--- src/rtl/boot_pkg.sv ---
// Shared state encoding and warm-boot slot numbers for the first-stage boot selector.
package boot_pkg;

    typedef enum logic [1:0] {
        S_DELAY = 2'd0,
        S_ARM   = 2'd1,
        S_BOOT  = 2'd2
    } boot_state_t;

    localparam logic [1:0] SLOT_SELF = 2'd0;
    localparam logic [1:0] SLOT_DFU  = 2'd1;
    localparam logic [1:0] SLOT_APP  = 2'd2;

endpackage

--- src/rtl/boot_select_button_debounce.sv ---
// Two-flop synchroniser and saturating-by-clear debounce for the active-low user button.
module button_debounce #(
    parameter int DEBOUNCE_BITS = 4
) (
    input  logic pin_clk,
    input  logic rst,
    input  logic pin_button,
    output logic btn_db
);

    logic                     sync_1;
    logic                     sync_2;
    logic                     btn_sync;
    logic [DEBOUNCE_BITS-1:0] db_cnt;

    always_ff @(posedge pin_clk or posedge rst) begin
        if (rst) begin
            sync_1 <= 1'b1;
            sync_2 <= 1'b1;
        end else begin
            sync_1 <= pin_button;
            sync_2 <= sync_1;
        end
    end

    assign btn_sync = ~sync_2;

    // Reaching all-ones while still disagreeing forces the update, so the counter never wraps.
    always_ff @(posedge pin_clk or posedge rst) begin
        if (rst) begin
            db_cnt <= '0;
            btn_db <= 1'b0;
        end else if (btn_sync == btn_db) begin
            db_cnt <= '0;
        end else if (db_cnt == {DEBOUNCE_BITS{1'b1}}) begin
            db_cnt <= '0;
            btn_db <= btn_sync;
        end else begin
            db_cnt <= db_cnt + DEBOUNCE_BITS'(1);
        end
    end

endmodule

--- src/rtl/boot_select.sv ---
// Boot-image selector: waits a hold-off window, picks DFU or application slot,
// then raises a sticky warm-boot request with the slot number already stable.
//
// state   | meaning
// S_DELAY | hold-off countdown, collecting DFU requests
// S_ARM   | slot decided, one settle cycle before boot
// S_BOOT  | boot asserted, everything frozen until reset
module boot_select
    import boot_pkg::*;
#(
    parameter int         DELAY_CYCLES  = 255,
    parameter int         DEBOUNCE_BITS = 4,
    parameter logic [1:0] DFU_IMAGE     = SLOT_DFU,
    parameter logic [1:0] APP_IMAGE     = SLOT_APP
) (
    input  logic       pin_clk,
    input  logic       rst,
    input  logic       pin_button,
    input  logic       force_dfu,
    output logic [1:0] image_sel,
    output logic       boot,
    output logic       dfu_pending
);

    localparam int            DW       = (DELAY_CYCLES < 1) ? 1 : $clog2(DELAY_CYCLES + 1);
    localparam logic [DW-1:0] DLY_INIT = DW'(DELAY_CYCLES);

    boot_state_t   state_q, state_d;
    logic [DW-1:0] dly_q, dly_d;
    logic [1:0]    image_d;
    logic          boot_d;
    logic          pend_d;
    logic          btn_db;

    button_debounce #(
        .DEBOUNCE_BITS(DEBOUNCE_BITS)
    ) u_debounce (
        .pin_clk    (pin_clk),
        .rst        (rst),
        .pin_button (pin_button),
        .btn_db     (btn_db)
    );

    always_ff @(posedge pin_clk or posedge rst) begin
        if (rst) begin
            state_q     <= S_DELAY;
            dly_q       <= DLY_INIT;
            image_sel   <= APP_IMAGE;
            boot        <= 1'b0;
            dfu_pending <= 1'b0;
        end else begin
            state_q     <= state_d;
            dly_q       <= dly_d;
            image_sel   <= image_d;
            boot        <= boot_d;
            dfu_pending <= pend_d;
        end
    end

    always_comb begin
        state_d = state_q;
        dly_d   = dly_q;
        image_d = image_sel;
        boot_d  = boot;
        pend_d  = dfu_pending;
        case (state_q)
            S_DELAY: begin
                if (btn_db || force_dfu) pend_d = 1'b1;
                if (dly_q != '0) begin
                    dly_d = dly_q - DW'(1);
                end else begin
                    // A request arriving in this very cycle still counts.
                    state_d = S_ARM;
                    image_d = (dfu_pending || btn_db || force_dfu) ? DFU_IMAGE : APP_IMAGE;
                end
            end
            S_ARM: begin
                state_d = S_BOOT;
                boot_d  = 1'b1;
            end
            S_BOOT: begin
                boot_d = 1'b1;
            end
            default: begin
                state_d = S_DELAY;
            end
        endcase
    end

endmodule

--- config.mk ---
export PLATFORM = sky130hd
export DESIGN_NAME = boot_select
export DESIGN_NICKNAME = d
export VERILOG_FILES = /design/src/rtl/boot_pkg.sv /design/src/rtl/boot_select_button_debounce.sv /design/src/rtl/boot_select.sv
export SDC_FILE = /design/constraint.sdc
export NUM_CORES = 1
export LEC_CHECK = 0
export BUFFER_PORTS_ARGS = -buffer_cell sky130_fd_sc_hd__clkbuf_2
export CAP_MARGIN = 15
export CORE_UTILIZATION = 45
export CTS_BUF_LIST = sky130_fd_sc_hd__clkbuf_4 sky130_fd_sc_hd__clkbuf_8
export DETAILED_ROUTE_END_ITERATION = 12
export SYNTH_ARGS = -nofsm -noshare
export SYNTH_HDL_FRONTEND = slang
export SYNTH_SLANG_ARGS = --single-unit
--- constraint.sdc ---
create_clock -name pin_clk -period 2.4 [get_ports pin_clk]
set_input_delay 0.12 -clock pin_clk [delete_from_list [all_inputs] [get_ports pin_clk]]
set_output_delay 0.12 -clock pin_clk [all_outputs]
set_load 0.01 [all_outputs]
==> reports/qor.txt <==
Run status = finished clean
Final period util = 77.8%
Avg Cell Area, Syn = 11.4 sq um
WP depth = 5
Core Region = 2020 sq um
CP cell instances = inv_1 -> ha_1 -> or3b_2 -> nor3_1 -> mux2_2
Detail Route Antenna Nets = 0
Crit path max fanout = 6
Crit-path leading delay family = simple AND/OR/NAND/NOR gates
Clock skew = 2.56 ps
Initial Util = 49.0%
Routed vias = 652
Yosys warns = 0
Worst Hold Class = input pin to flop
Power Density = 524 nW/um^2
Clk pwr share = 31.4%
WL per Instance = 12.3 microns
ANT cells = 0
Endpoints failing hold = 0
FP Rows = 16
Worst reg2reg path depth = 5
Startpoint types = flop
Critical Path Sink Type = flop
Clock buffer depth = 2
Cells after Synth = 87
Nets = 111
GRT Overall Usage = 15.3%
Most frequent cells in the layout = dfstp_2 (11), inv_1 (10), dfrtp_1 (10)
Final Setup Violations = 0
Leak = 0.000510 uW
Port buffer count = 7
Die area = 2390 sq um
Final-report max-slew violation count = 0
Leading cell type in the layout, fill and taps excluded = dfstp_2
WHS = 63.6 ps
Via density = 5.13
Final HPWL DP = 1120 microns
Setup_tns = 0 ps
Clock Latency Late Sink = 300 ps
Clk root buf = clkbuf_4
Psw = 129 uW
Required time of the worst setup path = 2650 ps
CTS H-tree depth = 1
Minimum clock period = 1870 ps
CTS tree = done
Post-CTS sizing = 0
Placed Cells = 121
Area Growth Syn to Fin = 12.0%
# IOs = 8
First-pass GRT wire length = 2790 microns
Crit path largest cell delay = 510 ps
CP arrival = 2110 ps
Mapped Area = 991 sq um
Comb pwr share = 4.8%
Hold depth = 3
FF+latch count, synth = 21
Die width = 48.9 microns
Non-filler cells, final = 127
Chip height = 48.9 microns
Worst slew margin relative to its limit = 47.4%
Initial DRC Count = 4
RSZ-0062 raised after global routing = no
WL final = 1560 microns
DRC = 0
Internal power component = 453 uW
Post-synthesis sequential area ratio = 54.4%
Largest net degree at the start of global routing = 22
Worst Path Buf+Inv = 1
Worst VDD drop = 0.000294 V
Num CTS Buffers = 3
Slew @ Worst Pin = 787 ps
Number of distinct library cells after synthesis = 24
Vias in the first global route = 673
Antenna violations before repair = 0
Share of cells above drive strength 1 = 31.0%
TritonRoute pass-1 iters = 4
Critical path's slowest cell = or3b_2
GP Congestion = 0.771
Max-Cap Viols = 0
Reg power frac = 63.8%
CTS sink cnt = 21
Syn_nets = 97
Setup Crit Path Kind = flop to flop
Clock-pin slew on the worst setup and hold paths = 120 ps
Sw frac = 22.1%
GRT Residual Overflow = 0
Fmax = 535 MHz
-- power groups by stage --
stage / clock network [uW] / registers, uW / logic (uW)
finish: 183 / 371 / 28.1
global route: 202 / 373 / 33.8
CTS: 190 / 371 / 29.0
floorplan: 0 / 377 / 16.3
global placement: 0 / 377 / 25.8
detailed placement: 0 / 377 / 26.4
-- final cells by class --
cell class | instances | area (sq um)
inverter | 10 | 37.5
sequential | 21 | 539
timing repair buffer | 9 | 55.1
tap | 27 | 33.8
fill | 187 | 912
clock buffer | 4 | 30.0
multi-input combinational | 56 | 414
-- sequential cells by signal, indices dropped and copies added, names as in the netlist --
register	count
u_debounce.db_cnt	4
dly_q	8
boot	1
u_debounce.btn_db	1
u_debounce.sync_1	1
state_q	2
image_sel	2
dfu_pending	1
u_debounce.sync_2	1
-- cells by family after synthesis --
kind of cell	count (synthesis)	share of synthesized area, %
fa+ha+maj	6	7.58
mux	8	8.71
xor+xnor	5	4.42
compound gates	12	6.69
flops	21	54.4
simple gates	25	14.4
buf+inv	10	3.79
-- routing by layer --
metal  vias to the layer above  part of all wire (%)  GRT usage, %
li1                        323                     -             -
met1                       317                    51          18.8
met2                        10                    45          25.7
met3                         2                   2.8          2.80
met4                         0                  0.83          7.35
met5                         -                     0             0
-- through the flow --
stage	total power (uW)	util (%)	area, sq um	worst slack (ps)
3_5_place_dp	404	52.4	1060	511
5_1_grt	609	54.9	1110	365
6_report	582	54.9	1110	532
3_3_place_gp	402	52.4	1060	538
2_1_floorplan	394	-	991	699
4_1_cts	590	54.9	1110	506
-- Yosys cell counts (all sizes together) --
master / instances / area [sq um]
a41oi: 1 / 8.76
a211oi: 1 / 7.51
nor3: 3 / 15.0
inv: 10 / 37.5
mux2: 5 / 56.3
dfstp: 11 / 289
or3b: 2 / 17.5
mux2i: 3 / 30.0
o21ai: 4 / 20.0
or3: 1 / 6.26
nand2b: 1 / 6.26
nor3b: 2 / 15.0
xor2: 3 / 26.3
ha: 6 / 75.1
nand4b: 1 / 8.76
xnor2: 2 / 17.5
or2: 1 / 6.26
nor2: 6 / 22.5
dfrtp: 10 / 250
a21oi: 6 / 30.0
nor4: 2 / 12.5
nand3: 2 / 10.0
nand2: 3 / 11.3
or4: 1 / 11.3
-- final timing paths --
path | startpoint | end | slack [ps]
setup / recovery | state_q[0]$_DFFE_PP0P_ | dly_q[7]$_DFFE_PP1P_ | 530
hold / removal | force_dfu | dfu_pending$_DFFE_PP0P_ | 60
setup reg to reg | state_q[0]$_DFFE_PP0P_ | dly_q[7]$_DFFE_PP1P_ | 530
hold reg to reg | u_debounce.sync_1$_DFF_PP1_ | u_debounce.sync_2$_DFF_PP1_ | 360
max in group asynchronous | rst | u_debounce.db_cnt[0]$_DFF_PP0_ | 1420
min in group asynchronous | rst | state_q[0]$_DFFE_PP0P_ | 490
-- repair_timing --
item                                   CTS  global route
hold buffers                             2             0
endpoints found under the hold margin   11             0
buffers inserted                         0             0
-- tightest hold or removal path: cells and delay by family --
kind | cells | cell delay (ps)
buf+inv | 1 | 90
simple gates | 1 | 60
compound gates | 1 | 70
Power figures use the tool's default switching activity.
